$ cat config.mk
export PLATFORM = sky130hd
export DESIGN_NAME = acq_sequencer
export DESIGN_NICKNAME = d
export VERILOG_FILES = /design/src/rtl/acq_sequencer_pkg.sv /design/src/rtl/acq_trigger_detect.sv /design/src/rtl/acq_sequencer.sv
export SDC_FILE = /design/constraint.sdc
export NUM_CORES = 1
export LEC_CHECK = 0
export CAP_MARGIN = 20
export CORE_MARGIN = 3
export CORE_UTILIZATION = 55
export CTS_CLUSTER_DIAMETER = 150
export DETAILED_ROUTE_END_ITERATION = 6
export DONT_BUFFER_PORTS = 1
export HOLD_SLACK_MARGIN = 0.1
export PLACE_DENSITY = 0.78
export SLEW_MARGIN = 10
export SYNTH_ARGS = -nofsm -noshare
export SYNTH_HDL_FRONTEND = slang
export SYNTH_HIERARCHICAL = 1
export SYNTH_SLANG_ARGS = --single-unit
$ cat constraint.sdc
create_clock -name clklvds -period 7.82 [get_ports clklvds]
set_clock_uncertainty 0.2 [all_clocks]
set_input_delay 0.782 -clock clklvds [delete_from_list [all_inputs] [get_ports clklvds]]
set_output_delay 0.782 -clock clklvds [all_outputs]
set_load 0.1 [all_outputs]
$ cat src/rtl/acq_sequencer_pkg.sv
// Shared types and constants for the LVDS acquisition sequencer.
// The lane geometry constants are also used by the command processor.
package acq_sequencer_pkg;

  localparam int NLANES  = 14;
  localparam int SW      = 10;
  localparam int LENW    = 16;
  localparam int TOW     = 24;
  localparam int FIFO_HW = 1020;

  typedef enum logic [2:0] {
    ST_IDLE,
    ST_HOLDOFF,
    ST_WAIT_TRIG,
    ST_POST,
    ST_DONE
  } acq_state_t;

  typedef enum logic [1:0] {
    TRIG_NONE    = 2'd0,
    TRIG_THRESH  = 2'd1,
    TRIG_FORCE   = 2'd2,
    TRIG_TIMEOUT = 2'd3
  } trig_src_t;

endpackage

$ cat src/rtl/acq_trigger_detect.sv
// Trigger detection: lane select, previous-sample register, threshold crossing,
// auto-trigger timeout and priority encoding (force > threshold > timeout).
module acq_trigger_detect
  import acq_sequencer_pkg::*;
#(
  parameter int NLANES = acq_sequencer_pkg::NLANES,
  parameter int SW     = acq_sequencer_pkg::SW,
  parameter int TOW    = acq_sequencer_pkg::TOW
) (
  input  logic                 i_clk,
  input  logic                 i_rst,
  input  logic                 i_in_wait,
  input  logic                 i_force,
  input  logic [NLANES*SW-1:0] i_lvds_bits,
  input  logic [3:0]           i_lane,
  input  logic [SW-1:0]        i_threshold,
  input  logic                 i_trig_en,
  input  logic [TOW-1:0]       i_timeout,
  output logic                 o_fire,
  output trig_src_t            o_src
);

  logic [SW-1:0]  w_lanes [NLANES];
  logic           w_lane_ok;
  logic [SW-1:0]  w_cur;
  logic           w_thr_hit;
  logic           w_to_hit;
  logic [SW-1:0]  r_prev;
  logic [TOW-1:0] r_to_cnt;

  generate
    for (genvar gi = 0; gi < NLANES; gi++) begin : g_lane
      assign w_lanes[gi] = i_lvds_bits[gi*SW +: SW];
    end
  endgenerate

  // Lanes beyond the word width read as zero and never fire the threshold.
  assign w_lane_ok = (int'(i_lane) < NLANES);
  assign w_cur     = w_lane_ok ? w_lanes[i_lane] : '0;

  always_ff @(posedge i_clk or posedge i_rst) begin
    if (i_rst) begin
      r_prev   <= '0;
      r_to_cnt <= '0;
    end else begin
      r_prev <= w_cur;
      if (!i_in_wait) begin
        r_to_cnt <= '0;
      end else if (r_to_cnt != '1) begin
        r_to_cnt <= r_to_cnt + TOW'(1);
      end
    end
  end

  assign w_thr_hit = i_trig_en && w_lane_ok && (r_prev < i_threshold) && (w_cur >= i_threshold);
  assign w_to_hit  = (i_timeout != '0) && (r_to_cnt == i_timeout);

  always_comb begin
    o_fire = 1'b0;
    o_src  = TRIG_NONE;
    if (i_in_wait) begin
      if (i_force) begin
        o_fire = 1'b1;
        o_src  = TRIG_FORCE;
      end else if (w_thr_hit) begin
        o_fire = 1'b1;
        o_src  = TRIG_THRESH;
      end else if (w_to_hit) begin
        o_fire = 1'b1;
        o_src  = TRIG_TIMEOUT;
      end
    end
  end

endmodule

$ cat src/rtl/acq_sequencer.sv
// Acquisition sequencer: arm -> holdoff -> trigger -> post-trigger FIFO writes -> done.
// All logic runs on clklvds; cfg inputs are already synchronous to it.
module acq_sequencer
  import acq_sequencer_pkg::*;
#(
  parameter int NLANES  = acq_sequencer_pkg::NLANES,
  parameter int SW      = acq_sequencer_pkg::SW,
  parameter int LENW    = acq_sequencer_pkg::LENW,
  parameter int TOW     = acq_sequencer_pkg::TOW,
  parameter int FIFO_HW = acq_sequencer_pkg::FIFO_HW
) (
  input  logic                 clklvds,
  input  logic                 rst,
  input  logic                 arm,
  input  logic                 abort,
  input  logic                 force_trig,
  input  logic [LENW-1:0]      cfg_length,
  input  logic [LENW-1:0]      cfg_holdoff,
  input  logic [SW-1:0]        cfg_threshold,
  input  logic [3:0]           cfg_lane,
  input  logic                 cfg_trig_en,
  input  logic [TOW-1:0]       cfg_timeout,
  input  logic [NLANES*SW-1:0] lvds_bits,
  input  logic [10:0]          fifo_wrused,
  input  logic                 fifo_wrfull,
  output logic                 fifo_wr,
  output logic [NLANES*SW-1:0] fifo_data,
  output logic                 busy,
  output logic                 done,
  output logic [1:0]           trig_src,
  output logic                 overflow,
  output logic [LENW-1:0]      words_written
);

  acq_state_t           r_state;
  acq_state_t           w_state_next;
  logic                 w_latch;
  logic                 w_write;
  logic                 w_fire;
  trig_src_t            w_src;
  logic [LENW-1:0]      w_words_inc;

  logic [LENW-1:0]      r_cfg_length;
  logic [LENW-1:0]      r_cfg_holdoff;
  logic [SW-1:0]        r_cfg_threshold;
  logic [3:0]           r_cfg_lane;
  logic                 r_cfg_trig_en;
  logic [TOW-1:0]       r_cfg_timeout;
  logic [LENW-1:0]      r_hold_cnt;
  logic [LENW-1:0]      r_words;
  trig_src_t            r_trig_src;
  logic                 r_overflow;
  logic                 r_fifo_wr;
  logic [NLANES*SW-1:0] r_fifo_data;

  acq_trigger_detect #(
    .NLANES (NLANES),
    .SW     (SW),
    .TOW    (TOW)
  ) u_trig (
    .i_clk       (clklvds),
    .i_rst       (rst),
    .i_in_wait   (r_state == ST_WAIT_TRIG),
    .i_force     (force_trig),
    .i_lvds_bits (lvds_bits),
    .i_lane      (r_cfg_lane),
    .i_threshold (r_cfg_threshold),
    .i_trig_en   (r_cfg_trig_en),
    .i_timeout   (r_cfg_timeout),
    .o_fire      (w_fire),
    .o_src       (w_src)
  );

  assign w_words_inc = r_words + LENW'(1);

  always_comb begin
    w_state_next = r_state;
    w_latch      = 1'b0;
    w_write      = 1'b0;
    if (abort) begin
      w_state_next = ST_IDLE;
    end else begin
      case (r_state)
        ST_IDLE, ST_DONE: begin
          if (arm) begin
            w_latch      = 1'b1;
            w_state_next = ST_HOLDOFF;
          end
        end
        ST_HOLDOFF: begin
          if (r_hold_cnt == r_cfg_holdoff) w_state_next = ST_WAIT_TRIG;
        end
        ST_WAIT_TRIG: begin
          if (w_fire) w_state_next = (r_cfg_length == '0) ? ST_DONE : ST_POST;
        end
        ST_POST: begin
          // The write that completes the run also moves to DONE on the same edge.
          if (r_words == r_cfg_length) begin
            w_state_next = ST_DONE;
          end else if (fifo_wrused < 11'(FIFO_HW)) begin
            w_write = 1'b1;
            if (w_words_inc == r_cfg_length) w_state_next = ST_DONE;
          end
        end
        default: w_state_next = ST_IDLE;
      endcase
    end
  end

  always_ff @(posedge clklvds or posedge rst) begin
    if (rst) begin
      r_state         <= ST_IDLE;
      r_cfg_length    <= '0;
      r_cfg_holdoff   <= '0;
      r_cfg_threshold <= '0;
      r_cfg_lane      <= '0;
      r_cfg_trig_en   <= 1'b0;
      r_cfg_timeout   <= '0;
      r_hold_cnt      <= '0;
      r_words         <= '0;
      r_trig_src      <= TRIG_NONE;
      r_overflow      <= 1'b0;
      r_fifo_wr       <= 1'b0;
      r_fifo_data     <= '0;
    end else begin
      r_state   <= w_state_next;
      r_fifo_wr <= w_write;
      if (w_write) begin
        r_fifo_data <= lvds_bits;
        r_words     <= w_words_inc;
      end
      if (w_latch) begin
        r_cfg_length    <= cfg_length;
        r_cfg_holdoff   <= cfg_holdoff;
        r_cfg_threshold <= cfg_threshold;
        r_cfg_lane      <= cfg_lane;
        r_cfg_trig_en   <= cfg_trig_en;
        r_cfg_timeout   <= cfg_timeout;
        r_hold_cnt      <= '0;
        r_words         <= '0;
        r_trig_src      <= TRIG_NONE;
        r_overflow      <= 1'b0;
      end else if (r_fifo_wr && fifo_wrfull) begin
        r_overflow <= 1'b1;
      end
      if (!abort && r_state == ST_HOLDOFF && r_hold_cnt != r_cfg_holdoff) begin
        r_hold_cnt <= r_hold_cnt + LENW'(1);
      end
      if (!abort && r_state == ST_WAIT_TRIG && w_fire) begin
        r_trig_src <= w_src;
      end
    end
  end

  assign fifo_wr       = r_fifo_wr;
  assign fifo_data     = r_fifo_data;
  assign busy          = (r_state != ST_IDLE) && (r_state != ST_DONE);
  assign done          = (r_state == ST_DONE);
  assign trig_src      = r_trig_src;
  assign overflow      = r_overflow;
  assign words_written = r_words;

endmodule

---- Yosys cells after proc, flatten, opt, wreduce, memory -nomap -nowiden ----
Cells that the tools add are included.
storage, ports and cells
  logic and storage cells ................. 100
  input port bits ......................... 228
  output and inout port bits .............. 162
  flip-flop bits (word level) ............. 284
cells by class
  muxes and demuxes ....................... 38
  equal/unequal tests ..................... 17
  magnitude comparators ................... 5
  add/sub/neg operators ................... 3
  reduce and logical (&&, ||, !) cells .... 21
  bitwise gates (word level) .............. 1
operators with widths
  cell                                                                    count
  16-bit two-way mux                                                      4
  16-bit == test                                                          3
  24-bit two-way mux                                                      2
  10-bit binary-select mux with 4-bit select                              1
  16-bit by 1-bit adder with 16-bit output, second input constant         2
  10-bit two-way mux                                                      3
  24-bit by 1-bit adder with 24-bit output, second input constant         1
  24-bit == test                                                          1
  3-bit two-way mux                                                       8
  24-bit inequality test, second input constant                           1
  24-bit nonzero test                                                     1
  16-bit zero test                                                        1
  16-bit inequality test                                                  1
  1-bit two-way mux                                                       13
  2-bit two-way mux                                                       6
  3-bit inequality test, second input constant                            4
  3-bit one-hot mux with 4 select lines                                   1
  11-bit by 10-bit < comparator with 1-bit output, second input constant  1
  10-bit >= comparator                                                    1
  1-bit logical AND                                                       10
  10-bit < comparator                                                     1
  4-bit inequality test, second input constant                            2
  2-bit nonzero test                                                      4
  3-bit by 2-bit == test with 1-bit output, second input constant         2
  11 further kinds                                                        11

---- Longest topological paths before layout ----
Gate-level depths: netlist (run 1).
  depth after elaboration ................. 13
  mapped depth ............................ 20
  mapped depth without buffers ............ 18

---- Hierarchy ----
The synthesis (run 1) kept the hierarchy.
by module, submodules not included
  module              sequential area each (µm²)  area an instance (µm²)  cells an instance  instances
  acq_sequencer       6256.0                      10670.2                 928                1
  acq_trigger_detect  850.8                       3555.9                  357                1

---- Worst setup path before layout (run 1) ----
No wires, ideal clock.
  kind .................................... register to register
  start ................................... register r_cfg_lane[0]
  end ..................................... register r_state[1]
  library setup time ...................... 76 ps
  buffers on the path ..................... 2
  arrival time ............................ 3485 ps
  cell stages (with the launch flop) ...... 21
  period minus slack after synthesis ...... 3762 ps
  setup slack ............................. 4058 ps
  data required time ...................... 7544 ps
  cell sequence ........................... dfrtp_1 -> buf_2 -> buf_2 -> mux4_2 -> inv_1 -> o22ai_1 -> nand2_1 -> o21ai_0 -> ha_1 -> a211o_1 -> a21oi_1 -> o41a_1 -> a211oi_1 -> o21ai_0 -> nand2_1 -> o22a_1 -> nor3_1 -> inv_1 -> nand3_1 -> nand2_1 -> o21ai_1
between the ends
  word-level cells in the longest chain between the ends .. 12
  elaborated cells on any way between the ends .. 15
  classes of those cells .................. order compare (2); eq/ne (1); mux (7); bitwise (1); reduce/logical (4)
ends and longest elaborated chain
  element                                                RTL line                  text
  start: declaration                                     acq_sequencer.sv:46       logic [3:0] r_cfg_lane;
  start signal: assignment                               acq_sequencer.sv:136      r_cfg_lane <= cfg_lane;
  4-bit NOT with 5-bit output (not written as such)      acq_trigger_detect.sv:39  assign w_cur = w_lane_ok ? w_lanes[i_lane] : '0;
  10-bit binary-select mux with 4-bit select             acq_trigger_detect.sv:39
  10-bit two-way mux (not written as such) (2 in a row)  acq_trigger_detect.sv:39
  10-bit two-way mux *                                   acq_trigger_detect.sv:39
  via u_trig.w_cur[7]                                    acq_trigger_detect.sv:25  logic [SW-1:0] w_cur;
  10-bit >= comparator *                                 acq_trigger_detect.sv:55  assign w_thr_hit = i_trig_en && w_lane_ok && (r_prev < i_threshold) && (w_cur >= i_threshold);
  1-bit logical AND *                                    acq_trigger_detect.sv:55
  1-bit two-way mux *                                    acq_trigger_detect.sv:65  end else if (w_thr_hit) begin
  1-bit two-way mux *                                    acq_trigger_detect.sv:62  if (i_force) begin
  1-bit two-way mux *                                    acq_trigger_detect.sv:61  if (i_in_wait) begin
  via w_fire                                             acq_sequencer.sv:39       logic w_fire;
  3-bit inequality test (no source line) *               --
  5-bit AND reduction (no source line) *                 --
  end signal: assignment                                 acq_sequencer.sv:126      r_state <= w_state_next;
  end: declaration                                       acq_sequencer.sv:35       acq_state_t r_state;
The timed path passes the listed nets; every way through them passes the cells marked *. The select of a mux whose other input is x is not followed.
A chain may end at the register's enable or synchronous reset.

---- Worst setup path after layout (run 1) ----
Ends and elaborated chain as after synthesis.

==> impl_metrics.yaml, run 1 <==
floorplan:
  fp-row-count: 58
  die_x_um: 167
  die-area_mm2: 0.0278
  ios: 390
  placeableCoreArea_mm2: 0.0253
  initial_core_util_pct: 56.2
  dieHeight_um: 167
sta:
  slew_headroom_pct: 24.5
  setup_violations: 0
  tightest_slew_ns: 1.13
  finalHoldViolations: 0
  timing.fmax_mhz: 201
  drv_slew: 0
  layout_min_cycle_time_ns: 4.99
  period_share_pct: 63.8
  tns_ns: 0
  rsz0062_at_grt: "no"
place:
  port_buffers: 0
  dp_hpwl_um: 28200
  place.gp.congestion: 0.921
finish:
  finalNetCount: 1521
  final_common_cell: "dfrtp_1"
  drive_gt1_share_pct: 20.6
  fillerInstances: 2030
  syn2layout_area_growth_pct: 8.79
  multi_input_area_mm2: 0.00665
  final_cell_mix: "dfrtp_1 (283), nand2_1 (264), mux2_2 (140)"
  regArea_mm2: 0.00711
clock_network:
  root_buffer: "clkbuf_16"
  cts_buffer_depth: 3
  holdBufCountCts: 1
  cts_buffers: 30
  ctsHtreeMaxLevel: 1
  cts_resized: 0
  cts_tree: "yes"
  post_cts_buffers: 0
  clkTransAtPathRegs_ns: 0.06
  clock-sinks: 284
  clk_latency_ns: 0.56
global_routing:
  grt_pass1_wl_um: 58100
  antenna_found_initial: 2
  track_usage_pct: 26.1
  grt_pass1_vias: 10100
  grt-ovfl-total: 0
  grt_max_degree: 149
worst_setup_path:
  r2r_end: "r_state[1]"
  critPathMaxFanout: 24
  worst-setup-path-type: "register to register"
  cp.arrival_ns: 5.21
  cp_data_required_time_ns: 8.05
  setup.worst_path.end_class: "register"
  rr_worst_depth: 14
  r2r_start: "r_cfg_lane[0]"
  cp-start-kind: "register"
  reg2reg_slack_ns: 2.83
synth:
  syn_area_per_cell_um2: 11.1
  synthesis.area_mm2: 0.0142
  syn_nets: 1535
  yosysWarnings: 6
  synth_seq_area_share_pct: 50.0
  async_flop_share_pct: 100
  synthCells: 1285
  synthDistinctLibCells: 75
  synthFlopType: "dfrtp_1"
  yosys_register_bits: 284
  synth_edf_count: 0
drt:
  routed-via-count: 9768
  drt.antenna.violating_nets: 0
  routedWlPerCell_um: 23.1
  detail_route.vias_per_cell: 6.02
  drc_errors: 0
  drtIter0Drc: 570
  wirelength_um: 37500
  drt_pre_antenna_iters: 5
worst_hold_path:
  holdPathEnd: "r_cfg_length[11]"
  hold_path.class: "input port to register"
  hold_path_depth: 2
  hold_start: "cfg_length[11]"
status:
  status: "complete, no violations"
run:
  maxCapViolations: 0
cell families (layout without fill, tap and decap cells):
kind of cell | Yosys count | in the layout | share of synthesized area (%)
AO/OA/AOI/OAI | 118 | 118 | 5.55
XOR/XNOR | 93 | 93 | 5.73
adder cells (fa/ha/maj) | 22 | 22 | 1.93
buffers and inverters | 107 | 113 | 3.46
flip-flops | 284 | 284 | 50.0
multiplexers | 196 | 196 | 17.7
other | 0 | 2 | 0
AND/OR/NAND/NOR | 465 | 465 | 15.7
registers in the layout (all words and copies together), names as in the netlist:
name,flops
r_hold_cnt,16
u_trig/r_to_cnt,24
r_cfg_lane,4
r_cfg_timeout,24
r_cfg_holdoff,16
fifo_data,140
r_cfg_length,16
u_trig/r_prev,10
r_cfg_trig_en,1
words_written,16
trig_src,2
r_cfg_threshold,10
r_state,3
fifo_wr,1
overflow,1
cell type report:
| cell class | count | area share, % |
|---|---|---|
| tap | 330 | 2.67 |
| multi-input combinational | 894 | 42.9 |
| clock buffer | 46 | 5.76 |
| timing repair buffer | 22 | 1.27 |
| antenna | 2 | 0.0323 |
| clock inverter | 6 | 0.428 |
| inverter | 39 | 0.970 |
| sequential | 284 | 45.9 |
through the flow:
step	setup WS (ns)	cell area [µm²]	hold WS [ns]	utilization [%]	cells
floorplan	3.55	14200	0.240	-	1285
global route	2.52	15500	0.112	61.1	1623
finish	2.83	15500	0.128	61.1	1623
global placement	2.88	14500	0.260	57.1	1566
detailed placement	2.75	14500	0.263	57.1	1566
CTS	2.75	15400	0.103	61.0	1619
synth_stat cells, types with 9 or more instances:
library cell,instances,share of area [%]
nand3_1,33,1.2
xor2_1,53,3.3
ha_1,22,1.9
nor3_1,13,0.46
nand2_1,264,7.0
nor2_1,34,0.90
o21ai_0,44,1.5
buf_2,15,0.53
dfrtp_1,284,50
mux2_2,140,11
and2_1,15,0.66
mux4_2,30,4.7
a21oi_1,15,0.53
inv_1,39,1.0
and4_1,9,0.55
clkbuf_1,39,1.0
nor4_1,22,0.97
mux2i_1,26,1.8
o22ai_1,11,0.48
xnor2_1,40,2.5
nand4_1,14,0.62
and3_1,10,0.44
how the worst max path moves through the flow:
| stage | to | startpoint | slack [ns] |
|---|---|---|---|
| after floorplan | fifo_data[0] | rst | 3.55 |
| after global placement | r_state[1] | r_cfg_lane[0] | 2.88 |
| after detailed placement | r_state[1] | r_cfg_lane[0] | 2.75 |
| after CTS | r_state[1] | r_cfg_lane[0] | 2.75 |
| after global routing | r_state[1] | r_cfg_lane[0] | 2.52 |
| final | r_state[1] | r_cfg_lane[0] | 2.83 |
critical path, cell delays in order (launching register included):
cell and delay (ns):
dfrtp_2 0.86, buf_4 0.38, mux4_2 0.55, mux2i_1 0.26, o21ai_0 0.18, ha_1 0.36, nand4_1 0.13, o41a_1 0.46
a211oi_1 0.48, o21ai_0 0.14, nand2_1 0.12, o22a_1 0.14, nor3_1 0.08, nor4b_1 0.37, o21ai_1 0.11
per-layer routing:
metal / global-route usage, % / share of wire (%)
met1: 31.8 / 38
met5: 0 / 0
met3: 7.71 / 8.0
met2: 44.9 / 51
met4: 8.46 / 3.3
Power of run 1 is not shown: default switching activity piles up to over one toggle a cycle in this logic, so the estimate is an artifact.
==> inputs of run 2 (changes only) <==
==> constraint.sdc (replaced) <==
create_clock -name clklvds -period 4 [get_ports clklvds]
set_clock_uncertainty 0.2 [all_clocks]
set_input_delay 0.4 -clock clklvds [delete_from_list [all_inputs] [get_ports clklvds]]
set_output_delay 0.4 -clock clklvds [all_outputs]
set_load 0.1 [all_outputs]
==> impl_metrics.yaml, run 2 (synthesized netlist as in run 1, its figures left out) <==
status:
  status: "complete, no violations"
global_routing:
  grt_pass1_vias: 12900
  grt_max_degree: 111
  track_usage_pct: 34.7
  grt-ovfl-total: 0
  antenna_found_initial: 9
  grt_pass1_wl_um: 75900
floorplan:
  dieHeight_um: 167
  placeableCoreArea_mm2: 0.0253
  die-area_mm2: 0.0278
  die_x_um: 167
  fp-row-count: 58
  initial_core_util_pct: 56.2
  ios: 390
power_and_ir_drop:
  p_leak_nw: 8.60
  powerDensity_mw_per_mm2: 950
  fin_total_pwr_mw: 17.8
  peakVddDrop_mv: 1.04
finish:
  fillerInstances: 1544
  regArea_mm2: 0.00711
  multi_input_area_mm2: 0.00675
  finalNetCount: 1827
  drive_gt1_share_pct: 22.0
  largest_reg_flops: 140
  final_cell_mix: "dfrtp_1 (282), nand2_1 (263), dlygate4sd3_1 (251)"
  syn2layout_area_growth_pct: 31.9
  final_common_cell: "dfrtp_1"
drt:
  drtIter0Drc: 1172
  drt_pre_antenna_iters: 5
  drt.antenna.violating_nets: 0
  wirelength_um: 49500
  detail_route.vias_per_cell: 6.20
  routedWlPerCell_um: 25.5
  routed-via-count: 12000
  drc_errors: 0
worst_hold_path:
  hold_path.class: "input port to register"
sta:
  setup_slack_ns: 0.0428
  period_share_pct: 98.9
  drv_slew: 0
  rsz0062_at_grt: "yes"
  layout_min_cycle_time_ns: 3.96
  setup_violations: 0
  timing.fmax_mhz: 253
  finalHoldViolations: 0
  tightest_slew_ns: 1.02
  slew_headroom_pct: 31.9
place:
  port_buffers: 0
  place.gp.congestion: 0.918
  place_ws_ns: -0.106
  dp_hpwl_um: 29200
clock_network:
  clock-sinks: 284
  cts_buffer_depth: 3
  cts_buffers: 30
  cts_tree: "yes"
  clkTransAtPathRegs_ns: 0.07
  root_buffer: "clkbuf_16"
  ctsHtreeMaxLevel: 1
  clk_latency_ns: 0.56
worst_setup_path:
  slowest_stage: "mux4_2"
  cp-start-kind: "register"
  cp.arrival_ns: 4.19
  worst-setup-path-type: "register to register"
  critPathMaxFanout: 8
  setup.worst_path.end_class: "register"
  cp_cell_sequence: "buf_12 -> buf_12 -> buf_4 -> mux4_2 -> mux2i_1 -> o21ai_1 -> ha_1 -> nand2_1 -> o41a_1 -> a211oi_4 -> o21ai_2 -> nand2_1 -> o22a_1 -> nor3_4 -> nor4b_2 -> o21ai_2"
  cpPeakStageDelay_ns: 0.52
  cp_data_required_time_ns: 4.24
run:
  maxCapViolations: 0
[run 2: cell types whose count changed in the layout (fill, tap and decap cells not counted), sizes merged]
cell and change:
clkbuf -9, buf +57, bufinv +5, clkinv +4
dlygate4sd3 +250, diode +12
[run 2: final timing paths]
kind	from	to	slack [ns]	cells past startpoint
max	r_cfg_lane[0]	r_state[1]	0.04	16
min	force_trig	trig_src[0]	0.08	4
max reg2reg	r_cfg_lane[0]	r_state[1]	0.04	16
min reg2reg	r_cfg_threshold[3]	r_cfg_threshold[3]	0.28	2
max in group asynchronous	rst	fifo_data[24]	2.42	3
min in group asynchronous	rst	r_cfg_timeout[22]	0.21	2
[run 2: area by class of cell]
cell class                      count  area share, %
Clock inverter                     15           1.22
Sequential cell                   284           37.9
Timing Repair Buffer              328           17.1
Tap cell                          330           2.20
Clock buffer                       38           4.59
Multi-Input combinational cell    894           36.0
Inverter                           39          0.800
Antenna cell                       14          0.187
[run 2: power by group]
part / switching (mW) / internal [mW]
Combinational: 2.24 / 2.26
Sequential: 6.35 / 3.86
Clock: 1.22 / 1.90
Total: 9.81 / 8.02
[run 2: metal layers]
metal  vias to the layer above  GRT usage [%]  routed length (µm)
met3                       250           9.73                4510
met1                      5930           39.9               17200
met4                         0           20.3                3390
li1                       5075              -                   -
met5                         -              0                   0
met2                       780           58.2               24400
[run 2: worst max-delay path, delay by kind of cell, from the launching register on]
family / cells / cell delay (ns)
AO/OA/AOI/OAI: 6 / 1.13
adder cells (fa/ha/maj): 1 / 0.36
buffers and inverters: 3 / 0.43
flip-flops: 1 / 0.43
multiplexers: 2 / 0.75
AND/OR/NAND/NOR: 4 / 0.52
[run 2: repair_timing]
| action | in CTS | in global routing |
|---|---|---|
| setup endpoints to repair | 3 | 5 |
| hold buffers | 251 | 0 |
| hold endpoints to repair | 512 | 0 |
| gates resized for setup | 14 | 31 |
| pin swaps | 7 | 16 |
| setup buffers | 7 | 13 |
[run 2: metrics by stage]
stage	instance area (µm²)	cells	util, %	setup TNS [ns]	hold slack, ns
floorplan	14200	1285	-	0	0.240
global placement	14800	1605	58.6	-0.0274	0.118
detailed placement	14800	1605	58.6	-0.198	0.121
CTS	18500	1916	73.2	0	0.103
global route	18800	1939	74.1	-0.370	0.126
finish	18800	1942	74.1	0	0.0760
Note: power is estimated with default switching activity, not from simulation.
==> inputs of run 3 (changes only) <==
--- a/config.mk
+++ b/config.mk
@@ -7,12 +7,13 @@
 export LEC_CHECK = 0
 export CAP_MARGIN = 20
 export CORE_MARGIN = 3
-export CORE_UTILIZATION = 55
+export CORE_UTILIZATION = 50
 export CTS_CLUSTER_DIAMETER = 150
 export DETAILED_ROUTE_END_ITERATION = 6
 export DONT_BUFFER_PORTS = 1
 export HOLD_SLACK_MARGIN = 0.1
-export PLACE_DENSITY = 0.78
+export PLACE_DENSITY = 0.73
+export SKIP_LAST_GASP = 1
 export SLEW_MARGIN = 10
 export SYNTH_ARGS = -nofsm -noshare
 export SYNTH_HDL_FRONTEND = slang
==> impl_metrics.yaml, run 3 (synthesized netlist as in run 1, its figures left out) <==
floorplan:
  die-area_mm2: 0.0305
  ios: 390
  initial_core_util_pct: 50.9
  die_x_um: 175
  placeableCoreArea_mm2: 0.0279
  dieHeight_um: 175
  fp-row-count: 61
worst_setup_path:
  reg2reg_slack_ns: -0.06
  r2r_end: "r_state[1]"
  crit_family: "compound AO/OA/AOI/OAI gates"
  cp.arrival_ns: 4.33
  cp_cell_sequence: "clkbuf_16 -> mux4_2 -> mux2i_1 -> buf_4 -> o21ai_2 -> ha_1 -> a211o_1 -> a21oi_2 -> o41a_1 -> a211oi_2 -> buf_4 -> o21ai_2 -> nand2_2 -> o22a_1 -> nor3_4 -> inv_1 -> nand3_1 -> nand2_1 -> o21ai_1"
  rr_worst_depth: 19
  slowest_stage: "mux4_2"
  cp_num_buf_inv: 4
  r2r_start: "r_cfg_lane[0]"
  setup.worst_path.end_class: "register"
  cp-start-kind: "register"
  critical_path_depth: 19
  critPathMaxFanout: 8
  worst-setup-path-type: "register to register"
  cpPeakStageDelay_ns: 0.51
  cp_data_required_time_ns: 4.28
drt:
  drtIter0Drc: 938
  routedWlPerCell_um: 23.9
  detail_route.vias_per_cell: 5.88
  drc_errors: 0
  drt.antenna.violating_nets: 0
  wirelength_um: 47000
  routed-via-count: 11500
  drt_pre_antenna_iters: 5
status:
  violations: "negative setup slack"
  status: "complete, but fails checks"
clock_network:
  cts_buffers: 31
  cts_buffer_depth: 3
  root_buffer: "clkbuf_16"
  clkTransAtPathRegs_ns: 0.06
  cts_tree: "yes"
  clock-sinks: 284
  ctsHtreeMaxLevel: 1
  clk_latency_ns: 0.56
finish:
  fillerInstances: 1940
  final_cells: 1963
  syn2layout_area_growth_pct: 30.5
  final_common_cell: "dfrtp_1"
  finalNetCount: 1801
  largest_reg_flops: 140
  drive_gt1_share_pct: 21.5
  final_cell_mix: "dfrtp_1 (283), nand2_1 (260), dlygate4sd3_1 (238)"
power_and_ir_drop:
  netSwitchingPower_mw: 9.65
  powerDensity_mw_per_mm2: 940
  intPower_mw: 7.81
  power.share.sequential_pct: 58.1
  switching_share_pct: 55.3
  peakVddDrop_mv: 0.939
  p_leak_nw: 8.52
  p_clk_share_pct: 17.0
  combPwrFrac_pct: 24.9
place:
  place.gp.congestion: 0.923
  dp_hpwl_um: 29000
  place_inst: 1649
  place_ws_ns: -0.0599
  port_buffers: 0
sta:
  layout_min_cycle_time_ns: 4.06
  timing.fmax_mhz: 246
  rsz0062_at_grt: "yes"
  slew_headroom_pct: 32.9
  tightest_slew_ns: 1.01
  drv_slew: 0
  setup_violations: 1
  setup_slack_ns: -0.0579
  holdWs_ns: 0.102
  finalHoldViolations: 0
  period_share_pct: 101
run:
  maxCapViolations: 0
worst_hold_path:
  hold_start: "lvds_bits[106]"
  hold_path.class: "input port to register"
  holdPathEnd: "u_trig/r_prev[6]"
  hold_path_depth: 4
global_routing:
  antenna_found_initial: 5
  grt_max_degree: 116
  grt_pass1_wl_um: 71000
  track_usage_pct: 29.8
  grt_pass1_vias: 12300
  grt-ovfl-total: 0
==> run 3: changes by cell type in the layout (fill, tap and decap cells not counted), sizes merged <==
cell / change
clkinv: -2
clkbuf: +7
dlygate4sd3: -13
diode: -3
buf: -15
clkinvlp: +2
inv: +1
bufinv: -4
==> run 3: how the worst max path moves through the flow <==
stage | from | to
2_1_floorplan | rst | fifo_data[0]
6_report | r_cfg_lane[0] | r_state[1]
3_5_place_dp | r_cfg_lane[0] | r_state[1]
4_1_cts | r_cfg_lane[0] | r_state[2]
5_1_grt | r_cfg_lane[0] | r_state[1]
3_3_place_gp | r_cfg_lane[0] | r_state[1]
==> run 3: tightest hold or removal path, stage by stage <==
cell     delay (ns)
mux2i_1        0.09
o22ai_2        0.15
nand2_2        0.10
o21ai_2        0.08
==> run 3: per-stage QoR <==
stage | total power [mW] | area, µm² | TNS, ns | util, %
finish | 17.5 | 18600 | -0.0579 | 66.5
global route | 18.1 | 18600 | -0.371 | 66.5
CTS | 17.0 | 18300 | -0.0189 | 65.6
detailed placement | 13.8 | 14900 | -0.0605 | 53.3
global placement | 13.6 | 14900 | 0 | 53.3
floorplan | 12.5 | 14200 | 0 | -
==> run 3: timing repair <==
item / in CTS / in global routing
buffers inserted: 0 / 8
gates cloned: 0 / 1
setup endpoints to repair: 2 / 5
hold buffers: 237 / 1
pin swaps: 1 / 18
endpoints found under the hold margin: 301 / 2
gates resized for setup: 2 / 36
==> run 3: layer usage <==
| layer | part of all wire, % | routed length, µm | track usage, % |
|---|---|---|---|
| met5 | 0.028 | 13 | 0 |
| met4 | 6.0 | 2830 | 15.3 |
| met3 | 8.4 | 3970 | 8.34 |
| met2 | 50 | 23400 | 51.4 |
| met1 | 36 | 16800 | 33.7 |
==> run 3: layout make-up <==
| cell class | instances | area (µm²) | share of cell area (%) |
|---|---|---|---|
| repair buffers | 301 | 3000 | 16.2 |
| clock inverters | 12 | 123 | 0.660 |
| clock buffers | 44 | 945 | 5.09 |
| diodes | 11 | 27.5 | 0.148 |
| inverters | 39 | 150 | 0.809 |
| multi-input cells | 894 | 6740 | 36.3 |
| well taps | 378 | 473 | 2.55 |
| flip-flops and latches | 284 | 7110 | 38.3 |
==> run 3: power groups by stage <==
stage | registers, mW | clock network [mW] | logic (mW)
floorplan | 9.71 | 0 | 2.81
global placement | 10.0 | 0 | 3.56
detailed placement | 10.1 | 0 | 3.70
CTS | 10.0 | 3.01 | 3.94
global route | 10.3 | 3.13 | 4.70
finish | 10.1 | 2.97 | 4.34
